File: src/rtl/riscv_pkg.sv
// Shared RV64 pipeline definitions: opcodes, load/store funct3 encodings,
// memory-stage FSM states and access-size helpers.
package riscv_pkg;

    localparam logic [6:0] OPC_LOAD   = 7'b0000011;
    localparam logic [6:0] OPC_STORE  = 7'b0100011;
    localparam logic [6:0] OPC_BRANCH = 7'b1100011;

    localparam logic [2:0] F3_LB  = 3'b000;
    localparam logic [2:0] F3_LH  = 3'b001;
    localparam logic [2:0] F3_LW  = 3'b010;
    localparam logic [2:0] F3_LD  = 3'b011;
    localparam logic [2:0] F3_LBU = 3'b100;
    localparam logic [2:0] F3_LHU = 3'b101;
    localparam logic [2:0] F3_LWU = 3'b110;

    typedef enum logic [1:0] {
        IDLE,
        REQ,
        WAIT
    } mem_state_t;

    // Byte-enable pattern for an access of 1/2/4/8 bytes at lane 0.
    function automatic logic [7:0] size_strobe(input logic [1:0] size);
        case (size)
            2'd0:    size_strobe = 8'h01;
            2'd1:    size_strobe = 8'h03;
            2'd2:    size_strobe = 8'h0F;
            default: size_strobe = 8'hFF;
        endcase
    endfunction

    // Address bits that must be zero for a naturally aligned access.
    function automatic logic [2:0] align_mask(input logic [1:0] size);
        case (size)
            2'd0:    align_mask = 3'b000;
            2'd1:    align_mask = 3'b001;
            2'd2:    align_mask = 3'b011;
            default: align_mask = 3'b111;
        endcase
    endfunction

endpackage

File: src/rtl/mem_stage_load_align.sv
// Load data extraction: shifts the addressed bytes of a doubleword down to
// bit 0 and sign- or zero-extends according to funct3.
module load_align
    import riscv_pkg::*;
#(
    parameter int XLEN = 64
) (
    input  logic [XLEN-1:0] rdata,
    input  logic [2:0]      lane,
    input  logic [2:0]      funct3,
    output logic [XLEN-1:0] data
);

    logic [XLEN-1:0] shifted;

    assign shifted = rdata >> {lane, 3'b000};

    always_comb begin
        data = shifted;
        case (funct3)
            F3_LB:   data = {{(XLEN-8){shifted[7]}}, shifted[7:0]};
            F3_LH:   data = {{(XLEN-16){shifted[15]}}, shifted[15:0]};
            F3_LW:   data = {{(XLEN-32){shifted[31]}}, shifted[31:0]};
            F3_LBU:  data = {{(XLEN-8){1'b0}}, shifted[7:0]};
            F3_LHU:  data = {{(XLEN-16){1'b0}}, shifted[15:0]};
            F3_LWU:  data = {{(XLEN-32){1'b0}}, shifted[31:0]};
            default: data = shifted;
        endcase
    end

endmodule

File: src/rtl/mem_stage.sv
// RV64 memory-access stage with a single-outstanding data-memory port.
// Optional MEM_MISALIGN_CHECK_EN: misaligned accesses retire as faults without a request.
module mem_stage
    import riscv_pkg::*;
#(
    parameter int XLEN = 64
) (
    input  logic              clk,
    input  logic              rst_n,
    input  logic [XLEN-1:0]   ALUresult,
    input  logic [XLEN-1:0]   valB,
    input  logic [4:0]        rd,
    input  logic [6:0]        opcode,
    input  logic [2:0]        funct3,
    input  logic [3:0]        num_bytes,
    input  logic [XLEN-1:0]   pc,
    input  logic [31:0]       instruction,
    input  logic              noop,
    output logic              hit,
    output logic              dreq_valid,
    input  logic              dreq_ready,
    output logic [XLEN-1:0]   dreq_addr,
    output logic              dreq_we,
    output logic [XLEN-1:0]   dreq_wdata,
    output logic [XLEN/8-1:0] dreq_wstrb,
    input  logic              drsp_valid,
    input  logic [XLEN-1:0]   drsp_rdata,
    output logic              wb_valid,
    output logic [4:0]        wb_rd,
    output logic [XLEN-1:0]   wb_data,
    output logic [XLEN-1:0]   wb_pc,
    output logic [31:0]       wb_instruction,
    output logic              wb_fault
);

    mem_state_t      state, state_nx;
    logic            is_mem;
    logic            misalign_fault;
    logic [2:0]      low_mask;
    logic [XLEN-1:0] eff_addr;
    logic [XLEN-1:0] load_data;
    logic [2:0]      lat_f3;
    logic [4:0]      lat_rd;
    logic [XLEN-1:0] lat_pc;
    logic [31:0]     lat_instr;
    logic            unused_num_bytes;

    // Access size comes from funct3; the redundant byte count is not needed.
    assign unused_num_bytes = ^num_bytes;

    assign is_mem   = !noop && (opcode == OPC_LOAD || opcode == OPC_STORE);
    assign low_mask = align_mask(funct3[1:0]);
    assign eff_addr = {ALUresult[XLEN-1:3], ALUresult[2:0] & ~low_mask};

`ifdef MEM_MISALIGN_CHECK_EN
    assign misalign_fault = is_mem && |(ALUresult[2:0] & low_mask);
`else
    assign misalign_fault = 1'b0;
`endif

    always_comb begin
        state_nx   = state;
        hit        = 1'b0;
        dreq_valid = 1'b0;
        case (state)
            IDLE: begin
                if (is_mem && !misalign_fault) state_nx = REQ;
                else                           hit      = 1'b1;
            end
            REQ: begin
                dreq_valid = 1'b1;
                if (dreq_ready) state_nx = WAIT;
            end
            WAIT: begin
                if (drsp_valid) begin
                    hit      = 1'b1;
                    state_nx = IDLE;
                end
            end
            default: state_nx = IDLE;
        endcase
    end

    always_ff @(posedge clk or negedge rst_n) begin
        if (!rst_n) state <= IDLE;
        else        state <= state_nx;
    end

    // Request fields are captured once in IDLE and stay stable through REQ/WAIT.
    always_ff @(posedge clk or negedge rst_n) begin
        if (!rst_n) begin
            dreq_addr  <= '0;
            dreq_we    <= 1'b0;
            dreq_wdata <= '0;
            dreq_wstrb <= '0;
            lat_f3     <= '0;
            lat_rd     <= '0;
            lat_pc     <= '0;
            lat_instr  <= '0;
        end else if (state == IDLE && is_mem && !misalign_fault) begin
            dreq_addr  <= eff_addr;
            dreq_we    <= (opcode == OPC_STORE);
            dreq_wdata <= valB << {eff_addr[2:0], 3'b000};
            dreq_wstrb <= size_strobe(funct3[1:0]) << eff_addr[2:0];
            lat_f3     <= funct3;
            lat_rd     <= rd;
            lat_pc     <= pc;
            lat_instr  <= instruction;
        end
    end

    load_align #(.XLEN(XLEN)) u_load_align (
        .rdata  (drsp_rdata),
        .lane   (dreq_addr[2:0]),
        .funct3 (lat_f3),
        .data   (load_data)
    );

    always_ff @(posedge clk or negedge rst_n) begin
        if (!rst_n) begin
            wb_valid       <= 1'b0;
            wb_rd          <= '0;
            wb_data        <= '0;
            wb_pc          <= '0;
            wb_instruction <= '0;
        end else begin
            wb_valid <= 1'b0;
            if (state == IDLE && !noop && (!is_mem || misalign_fault)) begin
                wb_valid       <= 1'b1;
                wb_rd          <= (misalign_fault || opcode == OPC_BRANCH) ? 5'd0 : rd;
                wb_data        <= ALUresult;
                wb_pc          <= pc;
                wb_instruction <= instruction;
            end else if (state == WAIT && drsp_valid) begin
                wb_valid       <= 1'b1;
                wb_rd          <= dreq_we ? 5'd0 : lat_rd;
                wb_data        <= dreq_we ? '0 : load_data;
                wb_pc          <= lat_pc;
                wb_instruction <= lat_instr;
            end
        end
    end

`ifdef MEM_MISALIGN_CHECK_EN
    always_ff @(posedge clk or negedge rst_n) begin
        if (!rst_n)                                 wb_fault <= 1'b0;
        else if (state == IDLE && !noop)            wb_fault <= misalign_fault;
        else if (state == WAIT && drsp_valid)       wb_fault <= 1'b0;
    end
`else
    assign wb_fault = 1'b0;
`endif

endmodule

File: config.mk
export PLATFORM = sky130hd
export DESIGN_NAME = mem_stage
export DESIGN_NICKNAME = d
export VERILOG_FILES = /design/src/rtl/riscv_pkg.sv /design/src/rtl/mem_stage_load_align.sv /design/src/rtl/mem_stage.sv
export SDC_FILE = /design/constraint.sdc
export NUM_CORES = 1
export LEC_CHECK = 0
export ABC_AREA = 1
export CORE_AREA = 5 5 238 240
export DETAILED_ROUTE_END_ITERATION = 7
export DIE_AREA = 0 0 243 245
export PLACE_DENSITY = 0.74
export SETUP_SLACK_MARGIN = 0.15
export SLEW_MARGIN = 20
export SYNTH_ARGS = -nofsm -noshare
export SYNTH_HDL_FRONTEND = slang
export SYNTH_SLANG_ARGS = --single-unit
File: constraint.sdc
create_clock -name clk -period 2.6 [get_ports clk]
set_clock_uncertainty 0.05 [all_clocks]
set_input_delay 0.52 -clock clk [delete_from_list [all_inputs] [get_ports clk]]
set_output_delay 0.52 -clock clk [all_outputs]
set_load 0.01 [all_outputs]
==> run summary, run 1 <==
The flow ran to the end, and the final reports show no timing, DRC or antenna violations. By instance count, the leading cell after synthesis is nand2_1. For this run, the top clock speed supported by timing is 421 MHz. The detail route stage leaves a number of antenna-violating nets equal to 0. The multi-input gate area in the final layout is 0.00821 mm^2. The critical path depth in cells is 2. met2 is the most crowded layer. The analysis attributes to net switching a power of 5700 uW. Among all flip-flop cells after synthesis, the most frequent one is dfrtp_1. The maximum net fanout on the critical path came out at 19.

The sink count of the clock tree came out at 409. The number of warnings printed during yosys synthesis is 0. The register clock-pin slew on the reported worst setup and hold paths is 60 ps. The number of library cell types mapped by synthesis is 39. For this block, the initial DRC count from the detailed router was 1855.

The total of endpoints with negative setup slack in the final report is 0. The number of instances in the synthesized netlist is 2590. The die boundary height came out at 245 um. The die is 243 um wide. The cell area power density came out at 661 mW/mm^2. Internal power comes to 13600 uW. The ratio of cells with drive above 1 in the final layout came out at 0.0738.

The routed design could run at a clock period as short as 2380 ps. The critical path is of the flop to output port type. The met2 track demand over resource in global routing is 0.420. Once placement finished, the instance area stood at 0.0276 mm^2. The later-pin clock latency in the skew report is 590 ps.

Setup repair after global routing left no endpoint under its margin. The number of standard-cell rows in the floorplan came out at 86. The area taken by flip-flops and latches came out at 0.0102 mm^2. The total number of vias came out at 20100.

Grouping stages by cell kind, the critical path spends the most delay in buffers and inverters. The fraction of the cycle the final worst path needs is 0.914. The fraction of post-synthesis cell area in the top cell type by area is 0.503. In the synthesized netlist the async set-or-reset flop fraction comes to 1.00. After floorplanning, the core was sized to cover 0.0544 mm^2. The count of final hold-check violations is 0. The maximum number of pins on one net before global-route repair is 93. The die covers 0.0595 mm^2. The worst vdd rail ir drop is 0.466 mV.

The flip-flop and latch count after synthesis is 409. At the worst endpoint, the required time is 2030 ps. The first-pass GRT wire length came out at 120000 um.

In the routed design, unresolved DRC markers number 0. For the pin with the worst max-slew slack, the measured transition is 707 ps. Traced cell by cell, the critical path runs through buf_4, clkdlybuf4s50_1. On the critical path, the stage with the largest delay is an instance of clkdlybuf4s50_1. The H-tree generated during clock tree synthesis spans 2 levels. The total power draw came out at 19300 uW. The last weighted congestion value of the routability-driven placer is 1.01. Buffers inserted during clock tree synthesis total 47.

The total number of nets in the final design is 3487. Ranked by instance count, the synthesized netlist is headed by 920 x nand2_1, 409 x dfrtp_1, 303 x o21ai_0, 255 x inv_1, 145 x nand3_1. Of the total power, combinational logic draws 0.245. The cell sitting at the root of the clock tree is a clkbuf_16. After detailed routing, the total wire length is 79400 um. Of the total power, the share spent switching nets is 0.295. The number of detailed-route iterations in the first pass came out at 7. The share of the Yosys chip area taken by registers is 0.503. The HPWL after detailed placement is 59700 um. STA classifies the critical path startpoint as a flop. The CTS tree is done.

The number of enable-type register cells in the synthesized netlist came out at 0. After filler insertion, the fill cell instance count of the layout stands at 5051. The leakage dissipation is 0.0137 uW. For the worst flop-to-flop path, the logic depth is 10. The number of slew-limit violations in the final report came out at 0. The endpoint identified for the worst register-to-register timing path is wb_data[37]. Summed over all failing endpoints, the final setup total negative slack is 0 ps. On the worst path, the slowest cell contributes a delay of 600 ps. The worst register-to-register path begins at dreq_addr[0]. By area the synthesized netlist is led by dfrtp_1 50%, nand2_1 17%, o21ai_0 7.5%. The synthesis-to-finish area growth came out at 43.9%.

The number of antenna violations at the first check in global routing is 19. The number of buffers and inverters on the critical path came out at 2. The net count after synthesis came out at 2902.

The global-route usage over all layers is 0.257. The post-detailed-route wirelength per cell is 20.2 um. The final design area excluding fillers is 0.0293 mm^2. The number of vias per cell is 5.12. The maximum buffer depth of the clock tree is 3. For this run, the share of the core covered by cells in the final layout is 0.538. The biggest area contributor in the post-synthesis netlist is dfrtp_1. The worst hold path belongs to the class input port to asynchronous set/reset pin. The tightest slew margin relative to the limit is 0.524. The number of global-route vias before repair is 19800. The worst endpoint data arrival time came out at 1810 ps.

The number of buffer cells added on primary ports is 612. Of the total power, the clock network draws 0.358. In the global route stage, met1 resource usage came out at 0.317. The max capacitance violation total came out at 0.

The starting utilization of the core area came out at 0.374. The met3 track utilization from global routing came out at 0.0799. The mean post-synth cell area is 7.86 um^2. The setup slack of the worst register-to-register path came out at 460 ps. The sequential share of power is 0.397. The overall overflow remaining after global route came out at 0. In this run the count of I/O pins placed on the die edge is 618. The post-CTS setup-driven buffer insertion count is 0. The post-synth design cell area came out at 0.0204 mm^2.

STA classifies the critical path endpoint as an output port.
==> worst reg2reg max path, stage by stage, from the launching register on <==
cell     delay (ps)
dfrtp_2         420
inv_2           390
nand2_1         130
nand3_1          90
nand2_1          70
nand2_1         120
nand3_4         220
nand4_4         190
buf_12          200
nand2_1         130
nand2_1          70
==> area by class of cell <==
type                       count  area share
clock buffer                  68      0.0477
multi-input combinational   1742       0.280
tap                          704      0.0301
timing repair buffer         713       0.249
antenna                       13     0.00111
sequential                   409       0.350
clock inverter                17     0.00803
inverter                     262      0.0339
==> kinds of logic (layout without fill, tap and decap cells) <==
group / after synthesis / after routing / synth area share
and+or+nand+nor: 1166 / 1166 / 0.235
muxes: 1 / 1 / 0.000492
buffers and inverters: 439 / 1060 / 0.0944
other: 1 / 14 / 0.000184
AOI/OAI and AO/OA: 574 / 574 / 0.167
DFF: 409 / 409 / 0.503
==> layer usage <==
layer	up-vias	routed length (um)
met5	-	56
li1	9553	-
met3	194	7660
met1	9479	30500
met2	877	37300
met4	10	3850
==> cell usage in the layout (no fill, tap or decap), drive strengths merged, types with 2 or more instances in the layout <==
cell type / count
nand4: 2
diode: 13
clkbuf: 69
buf: 101
o211ai: 141
clkinv: 12
and2: 4
nand3: 152
o31ai: 9
clkdlybuf4s50: 609
o21ai: 323
inv: 262
nor3: 4
nor2: 54
bufinv: 4
a21boi: 7
a22o: 23
or2: 12
a21oi: 51
dfrtp: 409
a22oi: 12
nand2: 938
a31oi: 7
==> what timing repair did <==
item | CTS | global route
resized for setup | 5 | 5
endpoints found under the setup margin | 3 | 4
hold buffers | 1 | 0
endpoints found under the hold margin | 29 | 0
==> power by group through the flow <==
stage	logic, uW	registers, uW	clock network [uW]
2_1_floorplan	1800	7980	0
3_3_place_gp	4660	7750	0
3_5_place_dp	4710	7770	0
4_1_cts	4740	7680	7060
5_1_grt	5150	7780	7310
6_report	4730	7680	6930
==> sequential cells by signal, summed over array words and instances, names as in the netlist <==
| register | count |
|---|---|
| dreq_addr | 64 |
| dreq_wdata | 64 |
| dreq_we | 1 |
| dreq_wstrb | 8 |
| lat_f3 | 3 |
| lat_instr | 32 |
| lat_pc | 64 |
| lat_rd | 5 |
| state | 2 |
| wb_data | 64 |
| wb_instruction | 32 |
| wb_pc | 64 |
| wb_rd | 5 |
| wb_valid | 1 |
==> worst max-delay path by stage <==
stage | from | endpoint | slack (ps)
final | dreq_addr[2] | dreq_addr[2] | 220
after global routing | dreq_addr[2] | dreq_addr[2] | 160
after CTS | state[0] | dreq_valid | 130
after detailed placement | opcode[1] | dreq_wdata[5] | -90
after global placement | drsp_valid | hit | -30
after floorplan | drsp_valid | hit | 610
==> through the flow <==
step	instances	worst slack [ps]	hold slack, ps
6_report	3928	224	354
5_1_grt	3925	161	369
4_1_cts	3915	129	324
3_5_place_dp	3829	-93.1	373
3_3_place_gp	3829	-28.6	368
2_1_floorplan	2590	611	174
No activity file was read; power rests on OpenSTA's default activity.
==> inputs of run 2 (changes only) <==
- CORE_AREA: 5 5 238 240 -> 5 5 237 239
- DIE_AREA: 0 0 243 245 -> 0 0 242 244
- PLACE_DENSITY: 0.74 -> 0.75
- SYNTH_HIERARCHICAL: not set -> 1
==> run 2 against run 1 <==
Net effect: combinational power fell by 7.4%; final cell count up 4.5%; first-iteration DRC count grew 7.9%; critical path depth rose by 1; synthesized cell count increased by 7.8%; flip-flop and latch count did not move; clock-buffer cell count grew 1; synthesized area is 0.69% higher; hold slack improved by 54 ps; routed wire length grew 0.44%; highest routed layer unchanged.
==> run summary, run 2 <==
The flow ran to the end, and the final reports show no timing, DRC or antenna violations. The number of slew-limit violations in the final report came out at 0 (unchanged). The number of detailed-route iterations in the first pass came out at 7 (unchanged). The number of warnings printed during yosys synthesis came out at 6 (+6). The number of enable-type register cells in the synthesized netlist came out at 0 (unchanged). Sorting the synthesized cells by area gives the leading types as dfrtp_1 50%, nand2_1 27%, nand3_1 9.4%. The endpoint required time on the critical path came out at 2030 ps (about the same). The maximum buffer depth of the clock tree is 3 (unchanged).

The fraction of the cycle the final worst path needs is 0.923 (+0.00928). The detailed placer's ending HPWL is 59400 um (-0.47%). The worst vdd rail ir drop came out at 0.492 mV (+5.7%). The total wire length is 79800 um (+0.44%). The largest stage delay on the critical path came out at 560 ps (-40 ps). The number of instances in the synthesized netlist came out at 2791 (+7.8%). The slowest stage of the critical path is the clkdlybuf4s50_1 cell. The length of routed met2 wiring came out at 36900 um (-1.3%).

The number of standard-cell rows in the floorplan is 85 (-1.2%). The post-detailed-route wirelength per cell was 19.4 um (-3.9%). The global-route usage over all layers is 0.259 (+0.00152). The multi-input gate area in the final layout came out at 0.00901 mm^2 (+9.8%). The total number of nets in the final design came out at 3682 (+5.6%). The number of antenna violations at the first check in global routing was 9 (-10). The ratio of cells with drive above 1 in the final layout came out at 0.0641 (-0.00971). The die width came to 242 um (-0.41%).

The number of global-route vias before repair is 20200 (+2.0%). The basic-gate share of the synthesized area counting and, or, nand and nor cells was 0.397 (+0.162). The total number of vias came to 21100 (+4.8%). The share of synthesized flip-flops with an asynchronous set or reset is 1.00 (unchanged). The number of buffers and inverters on the critical path is 2 (unchanged). The number of library cell types mapped by synthesis came out at 37 (-5.1%). The maximum net fanout on the critical path is 4 (-15). The sequential share of the synthesized area is 0.499 (-0.00344). By area, the combinational part of the netlist is dominated by simple AND/OR/NAND/NOR gates. The later-pin clock latency in the skew report was 610 ps (+20 ps). The adder-cell share of the synthesized area came out at 0 (unchanged). The total of endpoints with negative setup slack in the final report is 0 (unchanged).

The area taken by flip-flops and latches is 0.0102 mm^2 (about the same). The leakage dissipation came out at 0.0144 uW (+4.9%). The count of filler cells inserted in the layout was 5005 (-0.91%). The flip-flop and latch count after synthesis is 409 (unchanged). The top metal layer carrying routed signals is met5. The die boundary height is 244 um (-0.41%). The last weighted congestion value of the routability-driven placer is 0.963 (-4.9%). The xor and xnor fraction of the mapped netlist area came to 0 (unchanged). The number of buffer cells added on primary ports was 612 (unchanged). TritonCTS built the clock tree. The mean post-synth cell area is 7.34 um^2 (-6.6%).

The cell area power density came out at 635 mW/mm^2 (-3.9%). The number of vias per cell came out at 5.13 (+0.26%). STA classifies the critical path startpoint as a flop. The worst hold path belongs to the class input port to asynchronous set/reset pin.

Among all flip-flop cells after synthesis, the most frequent one is dfrtp_1. The post-synth design cell area came out at 0.0205 mm^2 (+0.69%). The maximum number of pins on one net before global-route repair came out at 97 (+4.3%). The I/O pin count came out at 618 (unchanged). The max capacitance violation total came to 0 (unchanged). The first-pass GRT wire length was 122000 um (+1.5%). The number of CTS-inserted buffers is 46 (-2.1%). The final-layout worst hold slack is 408 ps (+54.5 ps). In the post-synthesis netlist, the cell with the most instances is nand2_1. The worst setup path is of the flop to output port kind. CTS placed an instance of clkbuf_16 at the clock tree root. The violation count after the first detailed-routing iteration came out at 2002 (+7.9%). Compared with the post-synthesis result, the final layout area differs by 43.3%. The total core area is 0.0536 mm^2 (-1.6%). The sort of element at the end of the critical path is an output port.

The post-route minimum period came out at 2400 ps (+24.1 ps). The net count after synthesis is 3103 (+6.9%). The library cell used most frequently in the layout, excluding fill and tap cells, is nand2_1. The met1 routed wirelength after detailed routing came to 32500 um (+6.5%).

The number of antenna-violating nets in the routed design came to 0 (unchanged). The starting utilization of the core area came out at 0.382 (+0.00851). Of all cell types, the one taking the most synthesized area is dfrtp_1. The routed length on met3 is 7280 um (-4.9%). The launching point of the worst reg2reg path is dreq_addr[0]. The register clock-pin slew on the reported worst setup and hold paths is 60 ps (about the same). The number of levels in the clock H-tree came out at 2 (unchanged). In the layout the commonest cells are 1483 x nand2_1, 609 x clkdlybuf4s50_1, 407 x dfrtp_1. The final design utilization is 0.548 (+0.0101). The worst endpoint data arrival time came to 1830 ps (+20 ps). The tightest slew margin relative to the limit was 0.637 (+0.113).

The die footprint came out at 0.0590 mm^2 (-0.82%). Tracing the worst setup path back leads to its startpoint at state[0]. Setup repair after global routing could not meet its margin everywhere. The synthesized-area fraction occupied by ao, oa, aoi and oai cells is 0.0385 (-0.129).

The count of final hold-check violations came out at 0 (unchanged). The multiplexer area fraction after synthesis is 0.00147 (+0.000974). The signal on the critical path passes through inv_1, nor2_2, clkdlybuf4s50_1. The sink count of the clock tree came out at 409 (unchanged). The upper clock frequency limit came out at 417 MHz (-1.0%). The overall overflow remaining after global route was 0 (unchanged). The DRC violations left came to 0 (unchanged). In the synthesized netlist, the cells that appear most often are 1484 x nand2_1, 409 x dfrtp_1, 386 x nand3_1, 107 x buf_2, 79 x inv_1. The fraction of post-synthesis cell area in the top cell type by area is 0.499 (-0.00344). On the critical path the largest part of the delay comes from buffers and inverters. The transition at the pin with the smallest max-transition slack is 545 ps (-162 ps).
[run 2: cell count changes after synthesis, sizes merged, moves of 12 or more]
cell and delta:
nand3 +238, inv -173, nor2 -12, a22oi -12
nand2 +553, a22o -23, o21ai -224, o211ai -125
clkbuf -29, nand4 +31, buf +29, a21oi -36
[run 2: power breakdown]
group | switching (uW) | internal [uW]
clock | 2740 | 3920
sequential | 472 | 7140
combinational | 2240 | 2140
total | 5450 | 13200
[run 2: cell type report]
type / instances / share of cell area
Clock buffer: 69 / 0.0462
Multi-Input combinational cell: 2114 / 0.307
Antenna cell: 8 / 0.000682
Timing Repair Buffer: 708 / 0.250
Clock inverter: 10 / 0.00601
Tap cell: 696 / 0.0297
Sequential cell: 409 / 0.349
Inverter: 91 / 0.0119
[run 2: timing repair]
item	4_1_cts	5_1_grt
gates resized for setup	5	5
hold buffers	1	0
hold endpoints to repair	34	0
setup endpoints to repair	3	3
setup buffers	1	0
[run 2: path summary, 6_finish.rpt]
kind                            endpoint  slack (ps)  cells past startpoint
max                           dreq_valid         200                      3
min                        dreq_addr[15]         410                      2
max reg2reg                  wb_data[63]         430                     10
max in group asynchronous     lat_pc[54]        1240                      3
min in group clk              lat_pc[50]         420                      2
min reg2reg                   lat_pc[50]         420                      2
[run 2: routing by layer]
layer  up-vias  global-route usage
met5         -                   0
met4         2              0.0965
met3       148              0.0654
met2       994               0.409
met1      9903               0.346
li1      10000                   -
[run 2: through the flow]
| stage | setup TNS [ps] | std cells | area [um^2] | total power [uW] | setup slack [ps] |
|---|---|---|---|---|---|
| after global routing | 0 | 4103 | 29400 | 19500 | 104 |
| after CTS | 0 | 4097 | 29300 | 18800 | 128 |
| after global placement | -713 | 4016 | 27800 | 12000 | -211 |
| final | 0 | 4105 | 29400 | 18600 | 200 |
| after floorplan | 0 | 2791 | 20500 | 9470 | 931 |
| after detailed placement | -5290 | 4016 | 27800 | 12100 | -222 |
[run 2: kinds of logic (layout without fill, tap and decap cells)]
group,after synthesis,in the layout
other,1,9
AOI/OAI and AO/OA,143,143
and+or+nand+nor,1967,1967
muxes,3,3
buffers and inverters,268,878
DFF,409,409
==> edit: new RTL, config.mk and constraints of run 1 <==
`XLEN` is set to 64 in 2 places; all go to 68.
--- a/src/rtl/mem_stage_load_align.sv
+++ b/src/rtl/mem_stage_load_align.sv
@@ -5,3 +5,3 @@
 #(
-    parameter int XLEN = 64
+    parameter int XLEN = 68
 ) (
--- a/src/rtl/mem_stage.sv
+++ b/src/rtl/mem_stage.sv
@@ -5,3 +5,3 @@
 #(
-    parameter int XLEN = 64
+    parameter int XLEN = 68
 ) (
Interface: changed (8 resized); port bits go from 618 to 650. No check against the original RTL was run, so the function may have changed too.
==> edit against run 1 <==
  * Area after synthesis up 5.0%
  * Sequential cell count increased by 20
  * Worst setup slack worse by 0.042 ns
  * Global-route usage rose by 2.6 points
  * Wire length increased by 10%
  * Total power increased by 0.40%
  * Largest cell class unchanged
  * Final area rose by 5.0%
  * Clock power down 2%
==> edit: results (changes against run 1) <==
Placed design
  – HPWL Detailed: 67000 µm (was 59700 µm)
  – Placed insts: 4129 (was 3829)
  – Placer congestion estimate: 0.963 (was 1.01)
  – DP Worst Slack: -0.0856 ns (was -0.0931 ns)
  – Port bufs: 644 (was 612)

Drt
  – Vias per cell: 5.16 (was 5.12)
  – Detailed Routing Iterations Pass 1: 6 (was 7)
  – WL final: 87600 µm (was 79400 µm)
  – Iter 0 DRT Violations: 1650 (was 1855)

Finish
  – Nets: 3807 (was 3487)
  – Final non-filler cell total: 4223 (was 3928)
  – Layout cells sized above 1: 5.96% (was 7.38%)

Worst setup path
  – Worst Reg2Reg Path Length in Cells: 8 (was 10)
  – R2R setup slack: 0.34 ns (was 0.46 ns)
  – Crit-path max FO: 2 (was 19)
  – FF-to-FF End: wb_data[3] (was wb_data[37])
  – Data arrival time of the worst path: 1.85 ns (was 1.81 ns)

Synthesis
  – Main synth FF type: dfrtp_1 (unchanged)
  – Synth unique cells: 34 (was 39)
  – Post-Syn Instances: 2861 (was 2590)
  – Top post-synthesis cells by count: nand2_1, dfrtp_1, o21ai_0 (unchanged)
  – Register area share after synthesis: 50.3% (about the same)
  – Synth warn: 0 (unchanged)
  – Net Count, Synth: 3189 (was 2902)
  – Synth top area cells: dfrtp_1, nand2_1, o21ai_0 (unchanged)

GRT
  – Routing usage on met3: 9.20% (was 7.99%)
  – Vias in the first global route: 20990 (was 19789)
  – Most crowded layer after global routing: met2 (unchanged)
  – Pin count of the biggest net entering global routing: 101 (was 93)
  – Initial antenna violation count: 26 (was 19)
  – GRT Util Overall: 28.3% (was 25.7%)
  – GRT met1 Usage: 34.0% (was 31.7%)
  – First-pass GRT wire length: 131000 µm (was 120000 µm)
  – Met2 usage: 48.3% (was 42.0%)

Clock network
  – Clk_lat worst skew: 0.60 ns
  – Clock-pin slew on the worst setup and hold paths: 0.06 ns (about the same)
  – Htree depth: 2 (unchanged)
  – Total CTS buffers: 48 (was 47)

Power and ir drop
  – VDD IR max: 0.488 mV (was 0.466 mV)
  – Leakage: 15.1 nW (was 13.7 nW)
  – Sw Share: 29.6% (was 29.5%)

STA
  – Headroom to the max-slew limit: 63.0% (was 52.4%)
  – Hold Slack: 0.373 ns (was 0.354 ns)

Run status
  – Status: finished clean (unchanged)
==> edit: changes by cell type after synthesis, moves of 13 or more <==
cell	change
o21ai_0	-52
nor2_1	+29
clkbuf_1	+44
a21oi_1	-30
dfrtp_1	+20
nand2_1	+311
buf_2	-15
nand3_1	+81
buf_6	-15
nand2_2	-13
inv_1	-26
==> edit: routing by layer <==
| metal | part of all wire (%) | up-vias |
|---|---|---|
| met3 | 9.6 | 192 |
| li1 | - | 10389 |
| met1 | 38 | 10221 |
| met5 | 0.24 | - |
| met4 | 3.8 | 32 |
| met2 | 48 | 956 |
==> edit: worst max-delay path, stage by stage <==
cell and delay (ns):
clkdlybuf4s50_1 0.51, nand2_2 0.09, nor3_4 0.21, nand2_1 0.10, nand2_1 0.07, nand2_1 0.04
dlygate4sd2_1 0.29
==> edit: kinds of logic after synthesis <==
kind of cell,after synthesis,share of synthesized area (%)
simple gates,1555,29.0
compound gates,452,12.7
flops,429,50.3
buf+inv,423,7.98
mux,1,0.0469
other cells,1,0.0176
==> edit: power by group through the flow <==
stage	logic [mW]	registers (mW)	clock network, mW
4_1_cts	4.66	7.96	6.92
2_1_floorplan	1.65	8.26	0
5_1_grt	5.04	8.06	7.17
3_3_place_gp	4.59	8.04	0
6_report	4.64	7.97	6.81
3_5_place_dp	4.63	8.06	0
==> edit: worst max path at each step <==
| stage | from | endpoint | slack [ns] |
|---|---|---|---|
| CTS | state[0] | dreq_valid | 0.17 |
| finish | opcode[0] | hit | 0.18 |
| global placement | opcode[0] | dreq_wdata[31] | -0.06 |
| detailed placement | opcode[0] | dreq_wdata[4] | -0.09 |
| floorplan | opcode[1] | wb_pc[17] | 0.84 |
| global route | opcode[0] | hit | 0.12 |
==> edit: per-stage QoR <==
step / instance area, µm² / total power [mW]
global route: 30700 / 20.3
floorplan: 21400 / 9.91
CTS: 30700 / 19.5
detailed placement: 29100 / 12.7
finish: 30700 / 19.4
global placement: 29100 / 12.6
==> edit: timing repair <==
item | 4_1_cts | 5_1_grt
hold buffers | 1 | 0
gates cloned | 1 | 0
resized for setup | 6 | 2
pin swaps | 0 | 2
hold endpoints to repair | 40 | 0
setup buffers | 0 | 2
endpoints found under the setup margin | 3 | 2
==> edit: final cells by class <==
cell class,instances,area [µm²]
fill,4901,23700
sequential,429,10700
antenna,10,25.0
multi-input combinational,2009,8960
clock inverter,12,199
inverter,237,900
tap,704,881
timing repair buffer,754,7690
clock buffer,68,1360
